## src/rtl/cpu_ctrl_pkg.sv

```systemverilog
// Shared control-unit definitions: sequencer states, default widths and one-hot constants.
package cpu_ctrl_pkg;

    localparam int DEF_STEP_W  = 4;
    localparam int DEF_COUNT_W = 8;

    typedef enum logic [1:0] {
        ST_BOOT   = 2'd0,
        ST_RUN    = 2'd1,
        ST_HALTED = 2'd2
    } seq_state_e;

    localparam logic [3:0] STEP_T0 = 4'b0001;
    localparam logic [3:0] STEP_T1 = 4'b0010;
    localparam logic [3:0] STEP_T2 = 4'b0100;
    localparam logic [3:0] STEP_T3 = 4'b1000;

    localparam logic [7:0] MCYC_0 = 8'b0000_0001;
    localparam logic [7:0] MCYC_1 = 8'b0000_0010;
    localparam logic [7:0] MCYC_2 = 8'b0000_0100;
    localparam logic [7:0] MCYC_3 = 8'b0000_1000;
    localparam logic [7:0] MCYC_4 = 8'b0001_0000;
    localparam logic [7:0] MCYC_5 = 8'b0010_0000;
    localparam logic [7:0] MCYC_6 = 8'b0100_0000;
    localparam logic [7:0] MCYC_7 = 8'b1000_0000;

endpackage

```

## src/rtl/onehot_ring.sv

```systemverilog
// One-hot rotating register; resets and clears to bit0, clear beats enable.
module onehot_ring #(
    parameter int WIDTH = 4
) (
    input  logic             i_Clk,
    input  logic             i_Rst_n,
    input  logic             i_Enable,
    input  logic             i_Clear,
    output logic [WIDTH-1:0] o_Ring
);

    localparam logic [WIDTH-1:0] BIT0 = WIDTH'(1);

    always_ff @(posedge i_Clk or negedge i_Rst_n) begin
        if (!i_Rst_n)
            o_Ring <= BIT0;
        else if (i_Clear)
            o_Ring <= BIT0;
        else if (i_Enable)
            o_Ring <= {o_Ring[WIDTH-2:0], o_Ring[WIDTH-1]};
    end

endmodule

```

## src/rtl/cpu_cycle_sequencer.sv

```systemverilog
// T-state / M-cycle timing generator for the microcode blocks: boot fetch,
// end-of-instruction restart, HALT idling and M-cycle overrun recovery.
module cpu_cycle_sequencer
    import cpu_ctrl_pkg::*;
#(
    parameter int STEP_W  = DEF_STEP_W,
    parameter int COUNT_W = DEF_COUNT_W
) (
    input  logic               i_Clk,
    input  logic               i_Rst_n,
    input  logic               i_Clk_En,
    input  logic               i_Stall,
    input  logic               i_IR_Fetch,
    input  logic               i_Halt_Req,
    input  logic               i_Wake,
    output logic [STEP_W-1:0]  o_Cycle_Step,
    output logic [COUNT_W-1:0] o_Cycle_Count,
    output logic               o_Active,
    output logic               o_IR_Load,
    output logic               o_Halted,
    output logic               o_Overrun
);

    seq_state_e state, state_nxt;
    logic       adv, boundary;
    logic       cnt_shift, cnt_clear, ovr_evt, ir_load;
    logic       overrun_q;

    assign adv      = i_Clk_En & ~i_Stall;
    assign boundary = adv & o_Cycle_Step[STEP_W-1];

    always_ff @(posedge i_Clk or negedge i_Rst_n) begin
        if (!i_Rst_n) begin
            state     <= ST_BOOT;
            overrun_q <= 1'b0;
        end else begin
            state <= state_nxt;
            if (ovr_evt)
                overrun_q <= 1'b1;
        end
    end

    // Count only moves at M-cycle boundaries; outside RUN it is parked at bit0.
    always_comb begin
        state_nxt = state;
        ir_load   = 1'b0;
        cnt_shift = 1'b0;
        cnt_clear = 1'b0;
        ovr_evt   = 1'b0;
        case (state)
            ST_BOOT: begin
                if (boundary) begin
                    ir_load   = 1'b1;
                    cnt_clear = 1'b1;
                    state_nxt = ST_RUN;
                end
            end
            ST_RUN: begin
                if (boundary) begin
                    if (i_IR_Fetch) begin
                        cnt_clear = 1'b1;
                        // Halt wins over the next opcode fetch.
                        if (i_Halt_Req)
                            state_nxt = ST_HALTED;
                        else
                            ir_load = 1'b1;
                    end else if (o_Cycle_Count[COUNT_W-1]) begin
                        ovr_evt   = 1'b1;
                        cnt_clear = 1'b1;
                        state_nxt = ST_BOOT;
                    end else begin
                        cnt_shift = 1'b1;
                    end
                end
            end
            ST_HALTED: begin
                if (boundary && i_Wake)
                    state_nxt = ST_BOOT;
            end
            default: begin
                cnt_clear = 1'b1;
                state_nxt = ST_BOOT;
            end
        endcase
    end

    onehot_ring #(.WIDTH(STEP_W)) u_step_ring (
        .i_Clk    (i_Clk),
        .i_Rst_n  (i_Rst_n),
        .i_Enable (adv),
        .i_Clear  (1'b0),
        .o_Ring   (o_Cycle_Step)
    );

    onehot_ring #(.WIDTH(COUNT_W)) u_count_ring (
        .i_Clk    (i_Clk),
        .i_Rst_n  (i_Rst_n),
        .i_Enable (cnt_shift),
        .i_Clear  (cnt_clear),
        .o_Ring   (o_Cycle_Count)
    );

    assign o_Active  = (state == ST_RUN);
    assign o_Halted  = (state == ST_HALTED);
    assign o_IR_Load = ir_load;
    assign o_Overrun = overrun_q;

endmodule

```

## config.mk

```make
export PLATFORM = sky130hd
export DESIGN_NAME = cpu_cycle_sequencer
export DESIGN_NICKNAME = d
export VERILOG_FILES = /design/src/rtl/cpu_ctrl_pkg.sv /design/src/rtl/onehot_ring.sv /design/src/rtl/cpu_cycle_sequencer.sv
export SDC_FILE = /design/constraint.sdc
export NUM_CORES = 1
export LEC_CHECK = 0
export ABC_CLOCK_PERIOD_IN_PS = 1250
export BUFFER_PORTS_ARGS = -buffer_cell sky130_fd_sc_hd__buf_2
export CAP_MARGIN = 20
export CORE_MARGIN = 1
export CORE_UTILIZATION = 42
export DETAILED_ROUTE_END_ITERATION = 8
export PLACE_DENSITY = 0.83
export RECOVER_POWER = 50
export SETUP_SLACK_MARGIN = 0.05
export SLEW_MARGIN = 15
export SYNTH_ARGS = -nofsm -noshare
export SYNTH_HDL_FRONTEND = slang
export SYNTH_SLANG_ARGS = --single-unit
```

## constraint.sdc

```tcl
create_clock -name i_Clk -period 1.25 [get_ports i_Clk]
set_input_delay 0.1875 -clock i_Clk [delete_from_list [all_inputs] [get_ports i_Clk]]
set_output_delay 0.1875 -clock i_Clk [all_outputs]
set_load 0.02 [all_outputs]
```

# Yosys cells after proc, flatten, opt, wreduce, memory -nomap -nowiden
# Cells that the tools add are included.
dict set report word_totals {
  output_inout_bits 16
  reg_bits 15
  word_cells 43
  inputBits 7
}
dict set report classes {
  reduce_logical 4
  muxes 25
  eq_ne 7
  n_bitwise 3
}
# cell n
set op_table {}
lappend op_table {{two-way mux 8 bit} 2}
lappend op_table {{two-way mux 1 bit} 14}
lappend op_table {{two-way mux 2 bit} 6}
lappend op_table {{case mux 2 bit (3 select lines)} 1}
lappend op_table {{AND reduction 5 bit} 1}
lappend op_table {{inequality test 2 x 1 -> 1 bit (second input constant)} 2}
lappend op_table {{inequality test 3 x 2 -> 1 bit (second input constant)} 1}
lappend op_table {{inequality test 3 bit (second input constant)} 1}
lappend op_table {{case mux 1 bit (3 select lines)} 1}
lappend op_table {{bitwise AND 1 bit} 2}
lappend op_table {{== test 2 x 1 -> 1 bit (second input constant)} 1}
lappend op_table {{== test 2 bit (second input constant)} 1}
lappend op_table {{zero test 2 bit} 1}
lappend op_table {{inequality test 2 bit (second input constant)} 1}
lappend op_table {{case mux 1 bit (2 select lines)} 1}
lappend op_table {{nonzero test 2 bit} 1}
lappend op_table {{logical AND 1 bit} 1}
lappend op_table {{NOT 1 bit} 1}

# Longest topological paths before layout
# Gate-level depths: netlist (run 1).
dict set report logic_depth {
  depth_word 7
  ltp_mapped 3
  mapped_depth_nobuf 3
}

# Modules after synthesis
# A second synthesis (run 1) with hierarchy kept.
dict set report hier_totals {
  hier_cells 64
  hier_area_um2 709.4
}
# module cells_per_inst seq_area_each_um2 area_per_inst_um2 instances
set modules_own_cells {}
lappend modules_own_cells {{onehot_ring at u_count_ring} 26 201.4 330.3 1}
lappend modules_own_cells {cpu_cycle_sequencer 25 75.1 214.0 1}
lappend modules_own_cells {{onehot_ring at u_step_ring} 13 101.3 165.2 1}

# Worst setup path after synthesis (run 1)
# OpenSTA, ideal clock, no wires.
dict set report synth_timing {
  path_type {reg-to-output}
  startpoint {register u_step_ring.o_Ring[3]}
  endpoint {output o_IR_Load}
  arrival_time_ns 1.216
  stages_incl_launch_ff 3
  t_required_ns 1.062
  path_slack_ns -0.153
  n_path_buf 0
  path_cell_list {dfrtp_1 nand3b_1 nor3b_1}
}
dict set report synth_via {
  elab_chain_len 3
  word_cells_on_any_way 4
  classes_between {mux (3); bitwise (1)}
}
# item line
set synth_rtl {}
lappend synth_rtl {{start: declaration} onehot_ring.sv:9} ;# output logic [WIDTH-1:0] o_Ring
lappend synth_rtl {{start signal: assignment} onehot_ring.sv:20} ;# o_Ring <= {o_Ring[WIDTH-2:0], o_Ring[WIDTH-1]};
lappend synth_rtl {{bitwise AND 1 bit (*)} cpu_cycle_sequencer.sv:30} ;# assign boundary = adv & o_Cycle_Step[STEP_W-1];
lappend synth_rtl {{two-way mux 1 bit, on equally long branches} {cpu_cycle_sequencer.sv:59, cpu_cycle_sequencer.sv:52}}
lappend synth_rtl {{case mux 1 bit (2 select lines) (*)} cpu_cycle_sequencer.sv:50} ;# case (state)
lappend synth_rtl {{end: declaration} cpu_cycle_sequencer.sv:19} ;# output logic o_IR_Load,
# Every way passes the cells marked *; elsewhere a longest branch is shown, timed or not.

# Worst setup path after layout (run 1)
dict set report layout_timing {
  startpoint {register u_step_ring.o_Ring[3]}
  endpoint {register u_count_ring.o_Ring[5]}
}
dict set report layout_via {
  elab_chain_len 4
  word_cells_on_any_way 8
  classes_between {mux (6); bitwise (1); reduce/logical (1)}
}
# item line
set layout_rtl {}
lappend layout_rtl {{bitwise AND 1 bit (*)} cpu_cycle_sequencer.sv:30}
lappend layout_rtl {{two-way mux 1 bit, on equally long branches} {cpu_cycle_sequencer.sv:59, cpu_cycle_sequencer.sv:52}}
lappend layout_rtl {{case mux 1 bit (3 select lines) / two-way mux 1 bit (equally long branches)} cpu_cycle_sequencer.sv:50}
lappend layout_rtl {{two-way mux 8 bit / nonzero test 2 bit (equally long branches)} --}
lappend layout_rtl {{end signal: assignment} onehot_ring.sv:20}
lappend layout_rtl {{end: declaration} onehot_ring.sv:9}
# Marks and branches as above.
# A chain may end at the register's enable or synchronous reset.

==> flow_summary_export.csv, run 1 <==
group,metric,value,unit
run_status,run_status,"finished, violations left",
run_status,violations,"negative setup slack",
flow_run,drv_cap,0,
drt,drt_pass1_iterations,3,
sta,skew,2.19,ps
sta,rsz0062_at_grt,"yes",
cts,cts_buffer_depth,2,
power,power_density,1820,nW/µm²
finish,register_area,380,µm²
global_route,grt_max_degree,16,
power,ir_drop,1.07,mV
drt,drc,0,
sta,slew_headroom,47.2,%
synthesis,syn_area_per_cell,13.9,µm²
critical_path,cpPeakStageDelay,410,ps
power,leakagePower,0.523,nW
critical_path,crit_chain,"buf_4, buf_6, and3b_2, mux2i_2, buf_4, a22o_1",
synthesis,ys_ff_latch,15,
cts,cts_sinks,15,
sta,hold_ws,211,ps
critical_path,critical_path_class,"flop to flop",
floorplanning,num_io_pins,23,
finish,multiInputGateArea,295,µm²
power,finalPower,1.79,mW
power,swShare,34.7,%
floorplanning,core-area,1370,µm²
drt,routed_wl,1.50,mm
critical_path,reg2reg_setup_slack,-200,ps
floorplanning,die-area,1710,µm²
synthesis,ys_warn_count,0,
critical_path,end_kind,"flop",
floorplanning,start_util,47.7,%
synthesis,synth_nets,54,
drt,viasPerCell,5.36,
sta,worst_slew_pin_slew,792,ps
power,combPwrFrac,45.9,%
finish,layout-area-overhead-vs-synth,50.9,%
critical_path,crit_fanout,7,
floorplanning,die_w,41.4,µm
critical_path,cp_top_family,"buffers and inverters",
finish,n_antenna_cell,0,
sta,setup_viol,13,
critical_path,crit_slowest_cell,"dfrtp_2",
critical_path,crit_top_cell,"buf_4",
sta,timing.final.crit_share,116,%
place,globalplace.congestion,0.684,
drt,vias,547,
critical_path,cp.arrival,1660,ps
cts,cts_tree,"built",
synthesis,synth_top_area_share,49.9,%
finish,layout-drive-gt1-share,60.9,%
cts,cts_root_buf,"clkbuf_4",
critical_path,worstPathRequired,1470,ps
drt,ant_nets,0,
place,dp_hpwl,1.06,mm
place,portBuffers,22,
cts,clock_latency,280,ps
synthesis,yosysTopAreaCell,"dfrtp_1",
global_route,grt-ovfl-total,0,
power,intPower,1.17,mW
synthesis,syn_inst,47,
sta,setup_ws,-198,ps
synthesis,syn_area,652,µm²
power,power_switching,619,µW
cts,path_clk_slew,90,ps
critical_path,worstSetupStartpointType,"flop",
sta,finalHoldViolCount,0,
synthesis,ys_types,22,
global_route,antenna_found_initial,0,
power,p_seq_share,38.8,%
floorplanning,dieHeight,41.4,µm
finish,fillers,103,
sta,drv_slew,0,
synthesis,seq_area_frac_synth,58.0,%
power,clkPwrFrac,15.3,%
drt,dr.first_iter.drc_count,6,
sta,fin_crit,1450,ps
finish,fin_nets,95,
global_route,grt_pass1_vias,515,
global_route,grt_use_total,20.8,%
global_route,grt_pass1_wl,2.19,mm
cts,numCtsBuffers,3,
synthesis,ys_top_cells_by_area,"dfrtp_1 (50%), dfstp_2 (8.1%), a22o_1 (8.1%)",
synthesis,synth_ff_type,"dfrtp_1",
synthesis,synthArstFlopShare,100,%
critical_path,path_buf_inv,3,
floorplanning,rows,13,
cts,htreeDepth,1,
synthesis,synth_edf_count,0,
drt,wl_per_cell,14.7,µm
hold_path,hp-class,"input pin to flop",
sta,max_freq,0.691,GHz
synthesized netlist by cell type, types with 2 or more instances:
cell type	count
inv_1	3
nor2_1	2
dfstp_2	2
dfrtp_1	13
a22o_1	6
and2b_4	2
mux2_1	3
a41o_1	2
registers in the layout (all words and copies together), names as in the netlist:
signal / count
o_Overrun: 1
state: 2
u_count_ring.o_Ring: 8
u_step_ring.o_Ring: 4
metal layers:
metal  up-vias  share of wire [%]  GRT usage [%]
li1        261                  -              -
met1       274                 43           23.5
met2        12                 53           35.5
met3         0                4.0           6.38
met4         0                  0           9.68
met5         -                  0              0
layout by cell type (no fill, tap or decap), types with 3 or more instances in the layout:
master | Yosys | final
clkbuf_4 | 0 | 3
dfrtp_1 | 13 | 11
mux2_1 | 3 | 3
a22o_1 | 6 | 6
inv_1 | 3 | 3
buf_2 | 0 | 16
buf_6 | 0 | 6
buf_4 | 0 | 12
cells by family (layout without fill, tap and decap cells):
kind of cell           after synthesis  in the layout  share of synthesized area, %
and+or+nand+nor                     10             10                          14.0
AOI/OAI and AO/OA                   13             13                          15.7
DFF                                 15             15                          58.0
buffers and inverters                3             43                          1.73
muxes                                6              6                          10.6
power groups by stage:
stage	Combinational, mW	Clock, mW	Sequential (mW)
final	0.820	0.272	0.693
after global routing	0.878	0.310	0.704
after CTS	0.723	0.281	0.689
after detailed placement	0.578	0	0.702
after global placement	0.562	0	0.693
after floorplan	0.221	0	0.825
stage by stage:
stage	instances	worst slack (ps)	setup TNS [ps]	util (%)	cell area, µm²
2_1_floorplan	47	-30.1	-196	-	658
3_3_place_gp	90	56.4	0	60.9	832
3_5_place_dp	90	22.0	0	60.9	832
4_1_cts	101	-138	-502	68.8	940
5_1_grt	102	-249	-2270	72.0	983
6_report	102	-198	-1520	72.0	983
area by class of cell:
class,count,area share (%)
Sequential cell,15,38.7
Inverter,3,1.15
Tap cell,15,1.91
Multi-Input combinational cell,29,30.0
Clock buffer,4,2.67
Timing Repair Buffer,36,25.6
repair_timing:
action / CTS / global route
setup endpoints to repair: 10 / 16
gates resized for setup: 8 / 11
setup buffers: 6 / 1
pin swaps: 10 / 5
hold buffers: 1 / 0
hold endpoints to repair: 13 / 0
path summary, 6_finish.rpt:
kind / startpoint / end / cells past startpoint
max: u_step_ring.o_Ring[3]$_DFFE_PN0N_ / u_count_ring.o_Ring[5]$_DFFE_PN0P_ / 6
min: i_Halt_Req / state[1]$_DFFE_PN0P_ / 2
max reg2reg: u_step_ring.o_Ring[3]$_DFFE_PN0N_ / u_count_ring.o_Ring[5]$_DFFE_PN0P_ / 6
min reg2reg: o_Overrun$_DFFE_PN0P_ / o_Overrun$_DFFE_PN0P_ / 1
max in group asynchronous: i_Rst_n / u_count_ring.o_Ring[7]$_DFFE_PN0P_ / 2
min in group asynchronous: i_Rst_n / o_Overrun$_DFFE_PN0P_ / 2
Note: power is estimated with default switching activity, not from simulation.
==> inputs of run 2 (changes only) <==
--- a/config.mk
+++ b/config.mk
@@ -5,13 +5,12 @@
 export SDC_FILE = /design/constraint.sdc
 export NUM_CORES = 1
 export LEC_CHECK = 0
-export ABC_CLOCK_PERIOD_IN_PS = 1250
-export BUFFER_PORTS_ARGS = -buffer_cell sky130_fd_sc_hd__buf_2
 export CAP_MARGIN = 20
-export CORE_MARGIN = 1
-export CORE_UTILIZATION = 42
+export CORE_AREA = 2 2 39 41
 export DETAILED_ROUTE_END_ITERATION = 8
-export PLACE_DENSITY = 0.83
+export DIE_AREA = 0 0 41 43
+export DONT_BUFFER_PORTS = 1
+export PLACE_DENSITY = 0.77
 export RECOVER_POWER = 50
 export SETUP_SLACK_MARGIN = 0.05
 export SLEW_MARGIN = 15
==> flow_summary_export.csv, run 2 (synthesis gave the netlist of run 1 again) <==
group,metric,value,unit
drt,drt_pass1_iterations,4,
place,dp_hpwl,967,µm
critical_path,worstPathRequired,1060,ps
sta,timing.final.crit_share,113,%
place,place_inst,74,
floorplanning,rows,14,
sta,fin_crit,1410,ps
floorplanning,core-area,1380,µm²
cts,cts_tree,"built",
finish,fin_nets,76,
cts,cts_buffer_depth,2,
power,power_density,1850,nW/µm²
global_route,grt_max_degree,16,
sta,drv_slew,0,
power,leakagePower,0.438,nW
sta,setup_ws,-164,ps
finish,stdcell_count,84,
global_route,antenna_found_initial,0,
cts,cts_sinks,15,
power,power_switching,589,µW
global_route,grt_util_met1,19.6,%
sta,max_freq,0.707,GHz
cts,numCtsBuffers,3,
critical_path,worstSetupStartpointType,"flop",
power,swShare,35.4,%
sta,slew_headroom,54.4,%
place,dp_worst_setup_slack,1.71,ps
finish,reg_top3,"u_count_ring.o_Ring x8, u_step_ring.o_Ring x4, state x2",
floorplanning,dieHeight,43,µm
cts,path_clk_slew,80,ps
critical_path,crit_slowest_cell,"dfrtp_1",
finish,largest_reg_flops,8,
sta,hold_ws,82.4,ps
sta,tns,-608,ps
cts,htreeDepth,1,
power,clkPwrFrac,15.6,%
place,globalplace.congestion,0.679,
floorplanning,die-area,1760,µm²
power,ir_drop,1.09,mV
critical_path,crit_chain,"buf_6, o21ai_2, nor3b_4, buf_6",
sta,skew,5.00,ps
global_route,met2_usage,33.4,%
drt,drc,0,
global_route,grt_busiest_layer,"met2",
flow_run,drv_cap,0,
finish,final_cell_mix,"dfrtp_1 (12), buf_4 (10), a22o_1 (6), buf_6 (6)",
critical_path,critical_path_class,"flop to primary output",
global_route,met3_usage,2.09,%
place,portBuffers,0,
hold_path,hp-class,"input pin to flop",
drt,dr.first_iter.drc_count,5,
finish,layout-drive-gt1-share,52.9,%
critical_path,reg2reg_setup_slack,-70,ps
critical_path,crit_top_cell,"buf_6",
critical_path,cp.arrival,1230,ps
critical_path,cpPeakStageDelay,410,ps
run_status,run_status,"finished, violations left",
power,intPower,1.07,mW
cts,clock_latency,270,ps
drt,wl_per_cell,17.2,µm
global_route,grt-ovfl-total,0,
drt,routed_wl,1.45,mm
sta,worst_slew_pin_slew,682,ps
global_route,grt_pass1_wl,2.17,mm
floorplanning,num_io_pins,23,
drt,ant_nets,0,
sta,setup_viol,10,
finish,final_common_cell,"dfrtp_1",
finish,fillers,107,
drt,viasPerCell,5.55,
finish,n_antenna_cell,0,
sta,finalHoldViolCount,0,
global_route,grt_use_total,18.8,%
floorplanning,start_util,47.1,%
drt,vias,466,
cts,cts_root_buf,"clkbuf_4",
sta,rsz0062_at_grt,"yes",
finish,top_register,"u_count_ring.o_Ring",
global_route,grt_pass1_vias,511,
critical_path,crit_fanout,5,
power,combPwrFrac,35.9,%
finish,layout-area-overhead-vs-synth,37.6,%
power,p_seq_share,48.5,%
floorplanning,die_w,41,µm
critical_path,end_kind,"primary output",
run_status,violations,"negative setup slack",
[run 2: changes by cell type in the layout (fill, tap and decap cells not counted), sizes merged]
cell / previous run / this run
buf: 34 / 16
clkbuf: 5 / 4
[run 2: stage by stage]
step	power, mW	instance area, µm²	util (%)
detailed placement	1.21	761	55.0
finish	1.66	897	64.8
global route	1.76	897	64.8
CTS	1.59	850	61.4
floorplan	1.05	658	-
global placement	1.19	761	55.0
[run 2: power by group through the flow]
stage	Clock [mW]	Combinational, mW	Sequential, mW
after detailed placement	0	0.398	0.811
after CTS	0.279	0.514	0.799
after floorplan	0	0.221	0.825
after global routing	0.302	0.646	0.817
final	0.259	0.597	0.805
after global placement	0	0.380	0.811
[run 2: final timing paths]
| kind | endpoint | depth (start not counted) | start |
|---|---|---|---|
| max | o_IR_Load | 4 | state[0]$_DFFE_PN0P_ |
| min | state[1]$_DFFE_PN0P_ | 1 | i_Halt_Req |
| max reg2reg | u_count_ring.o_Ring[3]$_DFFE_PN0P_ | 5 | u_step_ring.o_Ring[3]$_DFFE_PN0N_ |
| min reg2reg | u_count_ring.o_Ring[0]$_DFFE_PN1P_ | 2 | u_count_ring.o_Ring[0]$_DFFE_PN1P_ |
| max in group asynchronous | u_step_ring.o_Ring[3]$_DFFE_PN0N_ | 1 | i_Rst_n |
| min in group asynchronous | u_count_ring.o_Ring[3]$_DFFE_PN0P_ | 1 | i_Rst_n |
[run 2: final cells by class]
type	instances	area, µm²	share of cell area (%)
Timing Repair Buffer	17	153	17.0
Inverter	3	11.3	1.26
Tap cell	16	20.0	2.23
Multi-Input combinational cell	29	308	34.3
Sequential cell	15	379	42.3
Clock buffer	4	26.3	2.93
[run 2: per-layer routing]
layer | share of wire, % | vias up
li1 | - | 222
met3 | 3.2 | 2
met1 | 39 | 230
met4 | 1.3 | 0
met5 | 0 | -
met2 | 57 | 12
[run 2: what timing repair did]
| item | 4_1_cts | 5_1_grt |
|---|---|---|
| setup endpoints to repair | 10 | 14 |
| resized for setup | 5 | 12 |
| hold buffers | 1 | 0 |
| endpoints found under the hold margin | 15 | 0 |
| pin swaps | 10 | 4 |
| setup buffers | 5 | 1 |
[run 2: worst max-delay path: cells and delay by family, from the launching register on]
| kind | cells | cell delay, ps |
|---|---|---|
| compound gates | 1 | 60 |
| buf+inv | 2 | 290 |
| flops | 1 | 410 |
| simple gates | 1 | 210 |
==> inputs of run 3 (changes only) <==
==> constraint.sdc (replaced) <==
create_clock -name i_Clk -period 1.25 [get_ports i_Clk]
set_input_delay 0.1875 -clock i_Clk [delete_from_list [all_inputs] [get_ports i_Clk]]
set_output_delay 0.1875 -clock i_Clk [all_outputs]
set_load 0.05 [all_outputs]
==> flow_summary_export.csv, run 3 (synthesis gave the netlist of run 1 again) <==
group,metric,value,unit
cts,path_clk_slew,90,ps
finish,layout-area-overhead-vs-synth,53.9,%
global_route,grt_use_total,24.6,%
floorplanning,core-area,1380,µm²
critical_path,reg2reg_setup_slack,-130,ps
cts,htreeDepth,1,
floorplanning,dieHeight,43,µm
critical_path,end_kind,"primary output",
critical_path,crit_fanout,2,
sta,timing.final.crit_share,113,%
global_route,grt_pass1_wl,2.87,mm
finish,top_register,"u_count_ring.o_Ring",
finish,layout-drive-gt1-share,57.7,%
drt,drc,0,
sta,max_freq,0.706,GHz
finish,reg_top3,"u_count_ring.o_Ring x8, u_step_ring.o_Ring x4, state x2",
power,ir_drop,1.45,mV
critical_path,worstPathRequired,1060,ps
critical_path,cp-startpoint,"u_step_ring.o_Ring[3]$_DFFE_PN0N_",
finish,stdcell_count,94,
drt,vias,545,
critical_path,crit_chain,"nand3b_1, nor3b_4, buf_12",
cts,cts_buffer_depth,2,
finish,n_antenna_cell,0,
drt,ant_nets,0,
power,finalPower,2.09,mW
power,leakagePower,0.496,nW
sta,skew,4.62,ps
critical_path,worstSetupStartpointType,"flop",
global_route,antenna_found_initial,0,
cts,cts_root_buf,"clkbuf_4",
place,placed_cell_area,857,µm²
critical_path,cp.arrival,1230,ps
global_route,grt_pass1_vias,583,
critical_path,critical_path_class,"flop to primary output",
critical_path,crit_slowest_cell,"dfrtp_2",
flow_run,drv_cap,0,
floorplanning,start_util,47.1,%
place,globalplace.congestion,0.790,
place,place_inst,82,
sta,rsz0062_at_grt,"yes",
critical_path,r2r_end,"u_count_ring.o_Ring[3]$_DFFE_PN0P_",
drt,dr.first_iter.drc_count,16,
sta,worst_slew_pin_slew,642,ps
place,dp_hpwl,1.12,mm
floorplanning,rows,14,
critical_path,r2r_cells,5,
hold_path,hp-class,"input pin to flop",
sta,finalHoldViolCount,0,
cts,cts_tree,"built",
run_status,violations,"negative setup slack",
finish,largest_reg_flops,8,
cts,cts_sinks,15,
floorplanning,die-area,1760,µm²
critical_path,r2r-start,"u_step_ring.o_Ring[3]$_DFFE_PN0N_",
sta,setup_ws,-166,ps
drt,routed_wl,1.80,mm
finish,fin_util,72.5,%
floorplanning,die_w,41,µm
place,dp_worst_setup_slack,-94.7,ps
finish,fillers,89,
finish,final_cell_mix,"buf_4 (16), dfrtp_1 (10), buf_6 (7), a22o_1 (6)",
floorplanning,num_io_pins,23,
finish,fin_nets,86,
global_route,grt-ovfl-total,0,
drt,wl_per_cell,19.2,µm
critical_path,critPathCapture,"o_IR_Load",
power,power_density,2080,nW/µm²
drt,drt_pass1_iterations,4,
critical_path,cpPeakStageDelay,390,ps
sta,drv_slew,0,
place,portBuffers,0,
drt,viasPerCell,5.80,
sta,fin_crit,1420,ps
finish,postLayoutCellArea,1000,µm²
sta,slew_headroom,57.1,%
cts,clock_latency,280,ps
finish,final_common_cell,"buf_4",
global_route,grt_max_degree,16,
run_status,run_status,"finished, violations left",
cts,numCtsBuffers,3,
sta,setup_viol,11,
==> run 3: cell count changes in the layout (fill, tap and decap cells not counted), moves of 2 or more <==
cell / change
buf_4: +6
buf_8: +2
dfrtp_1: -2
dfrtp_2: +2
nor2_1: +2
nor2_4: -2
==> run 3: how the worst min path moves through the flow <==
stage / start / end / slack [ps] / cells after the start
final: i_IR_Fetch / state[1]$_DFFE_PN0P_ / 90 / 1
after floorplan: i_Rst_n / o_Overrun$_DFFE_PN0P_ / -110 / 0
after detailed placement: i_Rst_n / u_step_ring.o_Ring[1]$_DFFE_PN0N_ / -110 / 0
after global placement: i_Rst_n / u_step_ring.o_Ring[1]$_DFFE_PN0N_ / -110 / 0
after global routing: i_IR_Fetch / state[1]$_DFFE_PN0P_ / 90 / 1
after CTS: i_IR_Fetch / state[1]$_DFFE_PN0P_ / 110 / 1
==> run 3: worst max-delay path: cells and delay by family, from the launching register on <==
| family | cells | cell delay (ps) |
|---|---|---|
| and+or+nand+nor | 2 | 400 |
| DFF | 1 | 390 |
| buffers and inverters | 1 | 160 |
==> run 3: through the flow <==
step                hold slack, ps  TNS (ps)
floorplan                     -108     -1350
global placement              -108     -31.0
detailed placement            -108      -437
CTS                            108      -746
global route                  94.6     -1940
finish                        92.8     -1180
==> run 3: cell type report <==
| type | count | area [µm²] | area share (%) |
|---|---|---|---|
| Sequential cell | 15 | 382 | 38.0 |
| Timing Repair Buffer | 27 | 259 | 25.8 |
| Tap cell | 16 | 20.0 | 2.00 |
| Multi-Input combinational cell | 29 | 305 | 30.4 |
| Inverter | 3 | 11.3 | 1.12 |
| Clock buffer | 4 | 26.3 | 2.62 |
==> run 3: routing by layer <==
metal  vias to the layer above  part of all wire (%)  track usage, %
met5                         -                     0               0
met4                         0                   3.1            8.67
met3                         8                   5.7            5.76
met2                        24                    52            40.0
met1                       273                    39            30.5
li1                        240                     -               -
==> run 3: what timing repair did <==
action	in CTS	in global routing
buffers inserted	5	3
endpoints found under the hold margin	15	0
hold buffers	1	0
gates resized for setup	10	7
setup endpoints to repair	11	17
pin swaps	6	2
==> run 3: report_power, final <==
group	total [mW]	leakage (nW)	switching [mW]	internal, mW
clock network	0.279	0.0150	0.156	0.123
registers	0.824	0.192	0.203	0.621
logic	0.987	0.288	0.554	0.433
total	2.09	0.496	0.913	1.18
